===== src/rtl/sar_serial_tx.sv =====
// sar_serial_tx: serial result transmitter for the SAR ADC back-end.
// Takes one WIDTH-bit word over VALID/READY and shifts it out MSB first on a
// mode-0 link (CSN, SCLK, SDO). SCLK period is 2*DIV clock cycles.
// Optional feature macro: SAR_TX_PARITY_EN appends an even-parity bit after
// the LSB (XOR of all data bits), making the frame WIDTH+1 bits long.
module sar_serial_tx #(
  parameter int WIDTH = 10,
  parameter int DIV   = 2
) (
  input  logic             CK,
  input  logic             R,
  input  logic [WIDTH-1:0] DATA,
  input  logic             VALID,
  output logic             READY,
  output logic             BUSY,
  output logic             CSN,
  output logic             SCLK,
  output logic             SDO
);

`ifdef SAR_TX_PARITY_EN
  localparam int NBITS = WIDTH + 1;
`else
  localparam int NBITS = WIDTH;
`endif
  localparam int DW = (DIV > 1) ? $clog2(DIV) : 1;
  localparam int BW = $clog2(NBITS);

  typedef enum logic [1:0] {
    S_IDLE = 2'd0,
    S_LO   = 2'd1,
    S_HI   = 2'd2,
    S_HOLD = 2'd3
  } state_t;

  state_t           state_q, state_d;
  logic [DW-1:0]    div_q, div_d;
  logic [BW-1:0]    bit_q, bit_d;
  logic [NBITS-1:0] sreg_q, sreg_d;
  logic             csn_q, csn_d;
  logic             sclk_q, sclk_d;
  logic             sdo_q, sdo_d;
  logic             ready_q, ready_d;
  logic             busy_q, busy_d;

  logic [NBITS-1:0] load_word;
  logic             div_last;
  logic             bit_last;

  // Frame image loaded on handshake: the word, plus its parity bit when enabled.
`ifdef SAR_TX_PARITY_EN
  assign load_word = {DATA, ^DATA};
`else
  assign load_word = DATA;
`endif

  assign div_last = (div_q == DW'(DIV - 1));
  assign bit_last = (bit_q == BW'(NBITS - 1));

  // Next-state and next-output logic; every output is taken from a flop.
  always_comb begin
    // NOTE: every signal gets a default first so no path leaves it unassigned,
    // which would otherwise infer a latch.
    state_d = state_q;
    div_d   = div_last ? '0 : div_q + 1'b1;
    bit_d   = bit_q;
    sreg_d  = sreg_q;
    csn_d   = csn_q;
    sclk_d  = sclk_q;
    sdo_d   = sdo_q;
    ready_d = ready_q;

    unique case (state_q)
      S_IDLE: begin
        div_d = '0;
        if (VALID && ready_q) begin
          sreg_d  = load_word;
          sdo_d   = load_word[NBITS-1];
          csn_d   = 1'b0;
          ready_d = 1'b0;
          bit_d   = '0;
          state_d = S_LO;
        end
      end
      S_LO: begin
        if (div_last) begin
          sclk_d  = 1'b1;
          div_d   = '0;
          state_d = S_HI;
        end
      end
      S_HI: begin
        if (div_last) begin
          sclk_d = 1'b0;
          div_d  = '0;
          if (!bit_last) begin
            // Next bit goes out on the falling edge, half a period before it is sampled.
            sreg_d  = sreg_q << 1;
            sdo_d   = sreg_q[NBITS-2];
            bit_d   = bit_q + 1'b1;
            state_d = S_LO;
          end else begin
            state_d = S_HOLD;
          end
        end
      end
      S_HOLD: begin
        if (div_last) begin
          csn_d   = 1'b1;
          sdo_d   = 1'b0;
          ready_d = 1'b1;
          div_d   = '0;
          state_d = S_IDLE;
        end
      end
      default: begin
        state_d = S_IDLE;
      end
    endcase

    busy_d = ~ready_d;
  end

  // State and output registers with synchronous reset that overrides all inputs.
  always_ff @(posedge CK) begin
    // NOTE: non-blocking assignments so every flop samples pre-edge values.
    if (R) begin
      state_q <= S_IDLE;
      div_q   <= '0;
      bit_q   <= '0;
      sreg_q  <= '0;
      csn_q   <= 1'b1;
      sclk_q  <= 1'b0;
      sdo_q   <= 1'b0;
      ready_q <= 1'b1;
      busy_q  <= 1'b0;
    end else begin
      state_q <= state_d;
      div_q   <= div_d;
      bit_q   <= bit_d;
      sreg_q  <= sreg_d;
      csn_q   <= csn_d;
      sclk_q  <= sclk_d;
      sdo_q   <= sdo_d;
      ready_q <= ready_d;
      busy_q  <= busy_d;
    end
  end

  assign READY = ready_q;
  assign BUSY  = busy_q;
  assign CSN   = csn_q;
  assign SCLK  = sclk_q;
  assign SDO   = sdo_q;

endmodule


===== config.mk =====
export PLATFORM = sky130hd
export DESIGN_NAME = sar_serial_tx
export DESIGN_NICKNAME = d
export VERILOG_FILES = /design/src/rtl/sar_serial_tx.sv
export SDC_FILE = /design/constraint.sdc
export NUM_CORES = 1
export LEC_CHECK = 0
export CAP_MARGIN = 20
export CORE_ASPECT_RATIO = 0.6
export CORE_MARGIN = 5
export CORE_UTILIZATION = 40
export CTS_BUF_LIST = sky130_fd_sc_hd__clkbuf_4
export DETAILED_ROUTE_END_ITERATION = 6
export DONT_BUFFER_PORTS = 1
export GPL_TIMING_DRIVEN = 0
export SLEW_MARGIN = 5
export SYNTH_ARGS = -nofsm -noshare
export SYNTH_HDL_FRONTEND = slang
export SYNTH_SLANG_ARGS = --single-unit

===== constraint.sdc =====
create_clock -name CK -period 2.3 [get_ports CK]
set_clock_uncertainty 0.1 [all_clocks]
set_input_delay 0.23 -clock CK [delete_from_list [all_inputs] [get_ports CK]]
set_output_delay 0.23 -clock CK [all_outputs]
set_load 0.02 [all_outputs]

==> results of run 1 <==
report_power, final:
part	total (mW)	leakage (nW)	internal [mW]	switching, mW
clock network	0.187	0.0184	0.0793	0.107
logic	0.748	0.275	0.346	0.402
registers	0.603	0.174	0.478	0.125
total	1.54	0.467	0.903	0.635
cells by family after synthesis:
group | count (synthesis) | synth area share [%]
AOI/OAI and AO/OA | 32 | 21.32
buffers and inverters | 13 | 5.018
muxes | 10 | 9.122
adders and majority gates | 7 | 7.981
DFF | 21 | 38.31
and+or+nand+nor | 33 | 18.25
per-stage QoR:
stage | worst slack (ps) | instance area [um2] | hold WS, ps | cells | utilization, %
final | 136.5 | 1192 | 13.55 | 155 | 46.62
after global routing | 17.88 | 1192 | 4.025 | 155 | 46.62
after CTS | 10.97 | 1167 | 6.650 | 152 | 45.65
after detailed placement | 17.50 | 1137 | 341.1 | 148 | 44.47
after global placement | 48.46 | 1137 | 334.0 | 148 | 44.47
after floorplan | 265.0 | 1097 | 329.5 | 116 | -
flip-flops by register name, summed over array words and instances (netlist names), named ones only:
register  cells
div_last      1
sreg_q        9
BUSY          1
CSN           1
SCLK          1
SDO           1
bit_q         4
state_q       2
path summary, 6_finish.rpt:
kind | cells after the start | slack, ps | end
hold reg to reg | 2 | 410 | sreg_q[3]$_SDFFE_PP0P_
setup / recovery | 7 | 140 | bit_q[0]$_SDFFE_PP0P_
setup reg to reg | 7 | 140 | bit_q[0]$_SDFFE_PP0P_
hold / removal | 2 | 10 | bit_q[1]$_SDFFE_PP0P_
final cells by class:
class                      instances  area [um2]  share of cell area [%]
multi-input combinational         82       621.8                   52.15
sequential                        21       422.9                   35.47
tap                               32       40.04                   3.358
clock buffer                       4       30.03                   2.518
buffer                             6       28.78                   2.413
inverter                           7       26.28                   2.204
timing repair buffer               3       22.52                   1.889
worst max-delay path: cells and delay by family, from the launching register on:
kind                       cells  cell delay [ps]
AOI/OAI and AO/OA              2              340
adders and majority gates      1              280
buffers and inverters          2              250
DFF                            1              380
and+or+nand+nor                2              760
what timing repair did:
| item | 4_1_cts | 5_1_grt |
|---|---|---|
| setup endpoints to repair | 1 | 9 |
| cloned | 0 | 0 |
| setup buffers | 0 | 3 |
| gates resized for setup | 0 | 2 |
| pin swaps | 1 | 1 |
cells in the final DEF (no fill, tap or decap), types with 2 or more instances in the layout:
cell type  Yosys  layout
nor2_1        14      14
buf_2          2       2
dfxtp_2        0       2
nand4b_1       2       2
clkbuf_1       3       3
mux2i_1       10      10
o21ai_0        4       4
a31oi_1        2       2
or3b_1         2       2
dfxtp_1       21      19
inv_1          7       7
clkbuf_4       0       4
o22ai_1        2       2
nand2_1        2       2
a211oi_1      10      10
a21oi_1        4       4
buf_4          1       4
nor3_1         2       2
a211o_1        2       2
ha_1           7       7
metal layers:
layer	vias up	track usage (%)	share of wire, %	routed length [um]
met5	-	0	0	0
met3	0	4.464	4.1	94
li1	430	-	-	-
met1	380	17.77	55	1269
met2	9	16.90	40	928
met4	0	0.8571	0	0
==> summary.txt, run 1 <==
Outcome
  • Status: finished, final reports clean

Synthesis
  • Area share of the largest cell type after synthesis: around two fifths
  • Biggest area consumer among synthesized cells: dfxtp_1
  • Post-synth EDFFs: 0
  • Post-Syn Area per Cell: 9.459 um2
  • Top cells by count, synth: dfxtp_1, nor2_1, a211oi_1, mux2i_1
  • Post-synth top flop: dfxtp_1
  • Syn_nets: 136
  • Synth Cell Area: around 1100 um2
  • Sequential share of the synthesized area: 38.31%
  • Syn. warnings: 0
  • Cell count after synthesis: 116
  • Top-count cell post-synth: dfxtp_1
  • Fraction of registers with async set/reset: 0%
  • Netlist cell types: 37
  • Yosys reg bits: 21
  • Main area contributors after synthesis: dfxtp_1, mux2i_1, ha_1

Clocking
  • Clk Latency, worst-skew pair: 300 ps
  • Clock sink count: 21
  • Bufs on Longest Clock Path: 2
  • Total CTS buffers: 3
  • Clock root buffer: clkbuf_4
  • Hold-fix buffers, CTS: 0
  • Clock slew seen by the registers of the worst setup and hold paths: 120 ps
  • CTS tree: built
  • Htree depth: 1

Job
  • Maxcap violations: 0

GRT
  • Initial antenna violation count: 0
  • Global-route wire length before repair: 3.884 mm
  • Vias in the first global route: 779
  • Largest net degree at the start of global routing: 12
  • Overflow after GRT: 0
  • Total GRT Usage: 11.95%

Worst hold path
  • Worst Hold Class: input port to flop
  • Worst min-delay path startpoint: R

Floorplan
  • Die height: 50.57 um
  • Die area: 3925 um2
  • Top Ports: 18
  • Die X: approximately 78 um
  • Core area: 2557 um2
  • Initial Util: 42.91%
  • Rows: 14

Setup path
  • CP required: approximately 2400 ps
  • Worst path max stage delay: 380 ps
  • Endpoint type of the worst setup path: flop
  • CP cell instances: inv_1 > ha_1 > a21boi_4 > or3b_1 > buf_2 > or3b_1 > a21oi_1
  • Crit Path Max Fanout: 8
  • Worst r2r src: state_q[0]$_SDFFE_PP0P_
  • Startpoint Class: flop
  • Crit Path Class: flop to flop
  • Critical path's slowest cell: dfxtp_2
  • Crit path arrival time: approximately 2300 ps
  • Crit path from: state_q[0]$_SDFFE_PP0P_
  • Most used cell, CP: or3b_1

Detailed routing
  • DRC viols: 0
  • Antenna violation net count after detailed routing: 0
  • Vias: 819
  • DRT iter0 DRCs: 54
  • Vias/cell: 5.284
  • Drt first pass iters: 4
  • WL per Instance: 14.79 um
  • Detailed Route WL: between 2 and 2.5 mm

Power
  • PwrDens: approximately 1300 nW/um2
  • P_leak: 0.4675 nW
  • Tot Pwr: 1.538 mW
  • Max IR drop VDD: 0.0006030 V

Place
  • Final Wtd Congestion: around 0.74
  • DP Wirelength: between 1.5 and 2 mm
  • Port Buffers: 0

Timing
  • Max-slew violations: 0
  • Worst slew margin: 67.72%
  • Final Hold Fails: 0
  • Final period utilization: 94.06%
  • Final setup fails: 0
  • Worst-margin pin slew: 484.2 ps
  • Fmax achieved: 0.4622 GHz
  • RSZ-0062 raised after global routing: false
  • Final worst path period need: roughly 2200 ps
  • Setup TNS: 0 ps

Layout
  • Nets: 144
  • Layout area overhead: 8.666%
  • Filler cell count: 249
  • Share of post-route cells with drive strength above 1: 15.45%
  • ANT cells: 0
No activity file was read; power rests on OpenSTA's default activity.
==> inputs of run 2 (changes only) <==
- ABC_CLOCK_PERIOD_IN_PS: unset -> 2300
- MAX_ROUTING_LAYER: unset -> met4
==> run 2 against run 1 <==
Compared with the run above:
- count of clock-buffer cells in the layout did not move
- register-to-register slack about the same
- worst setup slack barely moved
- largest power group unchanged
- highest routed layer is now met4
==> summary.txt, run 2 (synthesis results as in run 1) <==
Job
  • Maxcap violations: 0 (unchanged)

Layout
  • Max FFs per register: 9 (unchanged)
  • ANT cells: 0 (unchanged)
  • Layout Utilization: 46.62% (unchanged)
  • Commonest non-fill, non-tap cell in the layout: dfxtp_1
  • Final instance area: 1192 um2 (unchanged)
  • Layout area overhead: 8.666% (unchanged)
  • Share of post-route cells with drive strength above 1: 15.45% (unchanged)
  • Biggest regs: sreg_q: 9 flops, bit_q: 4 flops, state_q: 2 flops
  • Post-Layout Cell Count: 155 (unchanged)
  • Filler cell count: 249 (unchanged)
  • Most frequent cells in the layout: dfxtp_1, nor2_1, mux2i_1, a211oi_1
  • Nets: 144 (unchanged)
  • Area occupied by multi-input gates: 621.8 um2 (unchanged)
  • Sequential cell area: 422.9 um2 (unchanged)
  • Largest Register: sreg_q

Setup path
  • CP required: 2440 ps (about the same)
  • Crit Path Class: flop to flop
  • Worst r2r src: state_q[0]$_SDFFE_PP0P_
  • RR Endpoint: bit_q[0]$_SDFFE_PP0P_
  • Endpoint type of the worst setup path: flop
  • Crit Path Max Fanout: 8 (unchanged)
  • Worst reg-to-reg path cell count: 7 (unchanged)
  • Startpoint Class: flop
  • Reg2reg setup slack: 140 ps (about the same)
  • Crit path arrival time: 2300 ps (about the same)

Power
  • Power share of the clock group: 12.1% (about the same)
  • P_leak: 0.4675 nW (unchanged)
  • Tot Pwr: 1.537 mW (about the same)
  • PwrDens: 1289 nW/um2 (about the same)
  • Combinational power share: 48.6% (about the same)
  • Switching Fraction: 41.25% (about the same)
  • P_sw: 0.6341 mW (about the same)
  • Max IR drop VDD: 0.0006029 V (about the same)
  • Internal power: 0.9031 mW (about the same)
  • Seq pwr share: 39.2% (about the same)

Timing
  • Worst slew margin: 67.72% (about the same)
  • Final setup fails: 0 (unchanged)
  • Final Hold Fails: 0 (unchanged)
  • Fmax achieved: 0.4622 GHz (about the same)
  • Setup TNS: 0 ps (unchanged)
  • Final worst path period need: 2163 ps (-0.06900 ps)
  • Final period utilization: 94.06% (about the same)
  • Max-slew violations: 0 (unchanged)
  • Worst-margin pin slew: 484.1 ps (-0.08583 ps)
  • RSZ-0062 raised after global routing: false

Clocking
  • Clock sink count: 21 (unchanged)
  • Htree depth: 1 (unchanged)
  • Bufs on Longest Clock Path: 2 (unchanged)
  • Clock slew seen by the registers of the worst setup and hold paths: 120 ps (about the same)
  • Total CTS buffers: 3 (unchanged)
  • Hold-fix buffers, CTS: 0 (unchanged)
  • CTS tree: built
  • Clk Latency, worst-skew pair: 300 ps (about the same)
  • Clock root buffer: clkbuf_4

Worst hold path
  • Worst min-delay path startpoint: R
  • Worst Hold Class: input port to flop
  • Worst hold path cell count: 2 (unchanged)
  • Hold EP: bit_q[1]$_SDFFE_PP0P_

Detailed routing
  • WL per Instance: 14.77 um (-0.13%)
  • Drt first pass iters: 4 (unchanged)
  • Antenna violation net count after detailed routing: 0 (unchanged)
  • Vias: 821 (+0.24%)
  • Detailed Route WL: 2.289 mm (-0.13%)
  • DRC viols: 0 (unchanged)
  • DRT iter0 DRCs: 54 (unchanged)
  • Vias/cell: 5.297 (+0.24%)

Floorplan
  • Core area: 2557 um2 (unchanged)
  • Die area: 3925 um2 (unchanged)
  • Die X: 77.62 um (unchanged)
  • Top Ports: 18 (unchanged)
  • Initial Util: 42.91% (unchanged)
  • Die height: 50.57 um (unchanged)
  • Rows: 14 (unchanged)

GRT
  • Largest net degree at the start of global routing: 12 (unchanged)
  • Overflow after GRT: 0 (unchanged)
  • Total GRT Usage: 12.33% (+0.37 points)
  • Vias in the first global route: 779 (unchanged)
  • Global-route wire length before repair: 3.877 mm (-0.18%)
  • Initial antenna violation count: 0 (unchanged)

Place
  • DP Area: 1137 um2 (unchanged)
  • Placed insts: 148 (unchanged)
  • Final Wtd Congestion: 0.7506 (+1.2%)
  • Port Buffers: 0 (unchanged)
  • DP Wirelength: 1.699 mm (unchanged)

Outcome
  • Status: finished, final reports clean
run 2: per-stage QoR:
step           worst slack (ps)  hold WS (ps)
2_1_floorplan             265.0         329.5
3_3_place_gp              48.46         334.0
3_5_place_dp              17.50         341.1
4_1_cts                   10.97         6.650
5_1_grt                   17.88         4.019
6_report                  136.6         13.53
run 2: worst max-delay path: stages, from the launching register on:
cell and delay (ps):
dfxtp_2 380, inv_1 80, ha_1 280, a21boi_4 200
or3b_1 380, buf_2 170, or3b_1 380, a21oi_1 140
run 2: area by class of cell:
type | count | area share, %
Timing Repair Buffer | 3 | 1.889
Tap cell | 32 | 3.358
Inverter | 7 | 2.204
Buffer | 6 | 2.413
Multi-Input combinational cell | 82 | 52.15
Clock buffer | 4 | 2.518
Sequential cell | 21 | 35.47
run 2: worst max path at each step:
| stage | cells past startpoint | slack [ps] | from | endpoint |
|---|---|---|---|---|
| 2_1_floorplan | 7 | 260 | state_q[0]$_SDFFE_PP0P_ | bit_q[0]$_SDFFE_PP0P_ |
| 3_3_place_gp | 7 | 50 | state_q[0]$_SDFFE_PP0P_ | sreg_q[7]$_SDFFE_PP0P_ |
| 3_5_place_dp | 7 | 20 | state_q[0]$_SDFFE_PP0P_ | sreg_q[7]$_SDFFE_PP0P_ |
| 4_1_cts | 7 | 10 | state_q[0]$_SDFFE_PP0P_ | sreg_q[7]$_SDFFE_PP0P_ |
| 5_1_grt | 7 | 20 | state_q[0]$_SDFFE_PP0P_ | bit_q[0]$_SDFFE_PP0P_ |
| 6_report | 7 | 140 | state_q[0]$_SDFFE_PP0P_ | bit_q[0]$_SDFFE_PP0P_ |
run 2: what timing repair did:
action / in CTS / in global routing
pin swaps: 1 / 1
buffers inserted: 0 / 3
endpoints found under the setup margin: 1 / 9
gates cloned: 0 / 0
gates resized for setup: 0 / 2
run 2: power groups by stage:
| stage | Sequential (mW) | Clock, mW | Combinational (mW) |
|---|---|---|---|
| floorplan | 0.587 | 0 | 0.554 |
| global placement | 0.606 | 0 | 0.665 |
| detailed placement | 0.613 | 0 | 0.677 |
| CTS | 0.602 | 0.196 | 0.679 |
| global route | 0.622 | 0.214 | 0.830 |
| finish | 0.603 | 0.187 | 0.748 |
run 2: layer usage:
layer | vias up | global-route usage (%) | part of all wire, %
li1 | 430 | - | -
met1 | 380 | 17.98 | 56
met2 | 9 | 16.90 | 40
met3 | 2 | 4.107 | 2.9
met4 | 0 | 0.8571 | 0.17
met5 | - | - | 0
==> inputs of run 3 (changes only) <==
- ABC_AREA: unset -> 1
- CORE_UTILIZATION: 40 -> 30
- HOLD_SLACK_MARGIN: unset -> 0.08
==> run 3 against run 2 <==
Compared with the run above:
- non-clock buffer count grew 2
- power shrank 2.1%
- worst setup slack gained 400 ps
- global-route usage shrank 1.2 points
- combinational power shrank 3.7%
- maximum frequency grew 23%
- hold slack gained 73 ps
- critical path type unchanged
- critical endpoint unchanged
==> summary.txt, run 3 <==
Detailed routing
  • Drt first pass iters: 4 (unchanged)
  • Vias/cell: 4.450 (-16%)
  • WL per Instance: 11.33 um (-23%)
  • Antenna violation net count after detailed routing: 0 (unchanged)
  • DRT iter0 DRCs: 63 (+17%)
  • Vias: 1,019 (+24%)
  • Detailed Route WL: 2.595 mm (+13%)
  • DRC viols: 0 (unchanged)

Clocking
  • Post-CTS setup buffers: 0 (unchanged)
  • Total CTS buffers: 3 (unchanged)
  • Clock root buffer: clkbuf_4
  • Clock slew seen by the registers of the worst setup and hold paths: 130 ps (about the same)
  • CTS tree: built
  • Clk Latency, worst-skew pair: 310 ps (about the same)
  • Htree depth: 1 (unchanged)
  • Clock sink count: 21 (unchanged)
  • Bufs on Longest Clock Path: 2 (unchanged)

Floorplan
  • Die height: 57.51 um (+14%)
  • Die area: 5129 um2 (+31%)
  • Initial Util: 30.85% (-12 points)
  • Core area: 3659 um2 (+43%)
  • Rows: 17 (+3)
  • Top Ports: 18 (unchanged)
  • Die X: 89.18 um (+15%)

Synthesis
  • Post-Syn Area per Cell: 6.562 um2 (-31%)
  • Post-synthesis mux area share: 0% (-9.1 points)
  • Synthesized-area fraction occupied by adder cells: 7.761% (-0.22 points)
  • Compound-Gate Fraction of Synth Area: 9.978% (-11 points)
  • Yosys reg bits: 21 (unchanged)
  • Simple-gate share of the synthesized area: 35.70% (+17 points)
  • Syn. warnings: 0 (unchanged)
  • Post-Synth XOR/XNOR Area: 0.7761% (+0.78 points)
  • Syn_nets: 192 (+41%)
  • Sequential share of the synthesized area: 37.25% (-1.1 points)
  • Top-count cell post-synth: nand2_1
  • Top cells by count, synth: nand2_1, nor2_1, dfxtp_1, inv_1, o21ai_0
  • Main area contributors after synthesis: dfxtp_1, nand2_1, nor2_1
  • Main combinational cell family by area after synthesis: simple AND/OR/NAND/NOR gates
  • Biggest area consumer among synthesized cells: dfxtp_1
  • Cell count after synthesis: 172 (+48%)
  • Synth Cell Area: 1129 um2 (+2.9%)
  • Area share of the largest cell type after synthesis: 37.25% (-1.1 points)
  • Post-synth EDFFs: 0 (unchanged)
  • Netlist cell types: 18 (-51%)
  • Fraction of registers with async set/reset: 0% (unchanged)
  • Post-synth top flop: dfxtp_1

Power
  • Max IR drop VDD: 0.0005753 V (-4.6%)
  • P_leak: 0.5850 nW (+25%)
  • Tot Pwr: 1.505 mW (-2.1%)
  • PwrDens: 1181 nW/um2 (-8.4%)

Layout
  • Filler cell count: 413 (+66%)
  • Max FFs per register: 9 (unchanged)
  • Largest Register: sreg_q
  • Final instance area: 1275 um2 (+6.9%)
  • Share of post-route cells with drive strength above 1: 7.143% (-8.3 points)
  • Nets: 203 (+41%)
  • Biggest regs: sreg_q: 9 flops, bit_q: 4 flops, state_q: 2 flops
  • Most frequent cells in the layout: nand2_1, nor2_1, dfxtp_1
  • Layout area overhead: 12.97%
  • ANT cells: 0 (unchanged)
  • Commonest non-fill, non-tap cell in the layout: nand2_1

Setup path
  • Worst path max stage delay: 430 ps (+50 ps)
  • Crit Path Max Fanout: 5 (-3)
  • CP required: 2460 ps (+20 ps)
  • Cell family with most CP delay: simple AND/OR/NAND/NOR gates
  • Critical path's slowest cell: dfxtp_1
  • Startpoint Class: flop
  • Most used cell, CP: nand2_1
  • Worst path bufs/invs: 1 (-1)
  • CP cell instances: inv_1 > ha_1 > nand2_1 > nand2_2 > nor2_1 > nand2_1 > nand2_1 > nand2_1 > nor2_1
  • Reg2reg setup slack: 540 ps (+400 ps)
  • Crit path arrival time: 1920 ps (-380 ps)
  • Crit Path Class: flop to flop
  • Endpoint type of the worst setup path: flop

Timing
  • Final worst path period need: 1762 ps (-401.8 ps)
  • RSZ-0062 raised after global routing: false
  • Final period utilization: 76.59% (-17 points)
  • Setup TNS: 0 ps (unchanged)
  • Min Hold Slack: 86.58 ps (+73.05 ps)
  • Final setup fails: 0 (unchanged)
  • Setup ws final: 538.3 ps (+401.8 ps)
  • Worst-margin pin slew: 478.7 ps (-5.484 ps)
  • Fmax achieved: 0.5676 GHz (+23%)
  • Max-slew violations: 0 (unchanged)
  • Worst slew margin: 68.09% (+0.37 points)
  • Final Hold Fails: 0 (unchanged)

Place
  • DP Area: 1187 um2 (+4.4%)
  • DP Wirelength: 1.954 mm (+15%)
  • Port Buffers: 0 (unchanged)
  • Final Wtd Congestion: 0.7802 (+3.9%)
  • Place WS: 577.2 ps (+559.7 ps)

GRT
  • Vias in the first global route: 911 (+17%)
  • Global-route wire length before repair: 4.236 mm (+9.3%)
  • Initial antenna violation count: 0 (unchanged)
  • Overflow after GRT: 0 (unchanged)
  • Largest net degree at the start of global routing: 13 (+1)
  • Total GRT Usage: 11.11% (-1.2 points)

Outcome
  • Status: finished, final reports clean

Job
  • Maxcap violations: 0 (unchanged)

Worst hold path
  • Worst Hold Class: input port to flop
==> run 3: changes by cell type after synthesis, moves of 9 or more <==
cell	previous run	this run
nor2_1	14	31
inv_1	7	16
nand2_1	2	55
a211oi_1	10	1
mux2i_1	10	0
o21ai_0	4	14
==> run 3: worst paths after layout <==
check,start,end,depth (start not counted)
worst max-delay path,state_q[0]$_SDFFE_PP0P_,bit_q[0]$_SDFFE_PP0P_,9
worst min-delay path,DATA[8],sreg_q[8]$_SDFFE_PP0P_,4
worst max register to register,state_q[0]$_SDFFE_PP0P_,bit_q[0]$_SDFFE_PP0P_,9
worst min register to register,div_last$_SDFF_PP0_,div_last$_SDFF_PP0_,1
==> run 3: report_power, final <==
group / internal, mW / switching, mW
logic: 0.263 / 0.457
clock network: 0.0650 / 0.123
registers: 0.478 / 0.119
==> run 3: stage by stage <==
step           instances  utilization [%]
3_5_place_dp         219            32.46
5_1_grt              229            34.85
3_3_place_gp         219            32.46
4_1_cts              229            34.85
2_1_floorplan        172                -
6_report             229            34.85
==> run 3: repair_timing <==
| item | in CTS | in global routing |
|---|---|---|
| hold endpoints to repair | 16 | 0 |
| hold buffers | 6 | 0 |
| gates resized for setup | 0 | 0 |
==> run 3: cell type report <==
cell class	instances	area, um2	share of cell area (%)
well taps	47	58.81	4.612
multi-input cells	130	611.8	47.99
clock inverters	1	5.005	0.3925
clock buffers	3	22.52	1.766
flip-flops and latches	21	420.4	32.97
plain buffers	5	36.28	2.846
inverters	16	60.06	4.711
repair buffers	6	60.06	4.711
==> run 3: cell families (layout without fill, tap and decap cells) <==
logic type	after synthesis	in the layout
compound gates	22	22
xor+xnor	1	1
fa+ha+maj	7	7
buf+inv	21	31
flops	21	21
simple gates	100	100
==> run 3: layer usage <==
metal	vias to the layer above	part of all wire [%]	global-route usage (%)
met5	-	0	-
met4	0	0	1.274
met3	0	6.7	4.040
met2	26	36	13.54
met1	436	57	17.34
li1	557	-	-
==> run 3: worst min-delay path: stages <==
cell and delay (ps):
nand2_1 30, nand2_1 40, o21ai_0 70, nor2_1 80
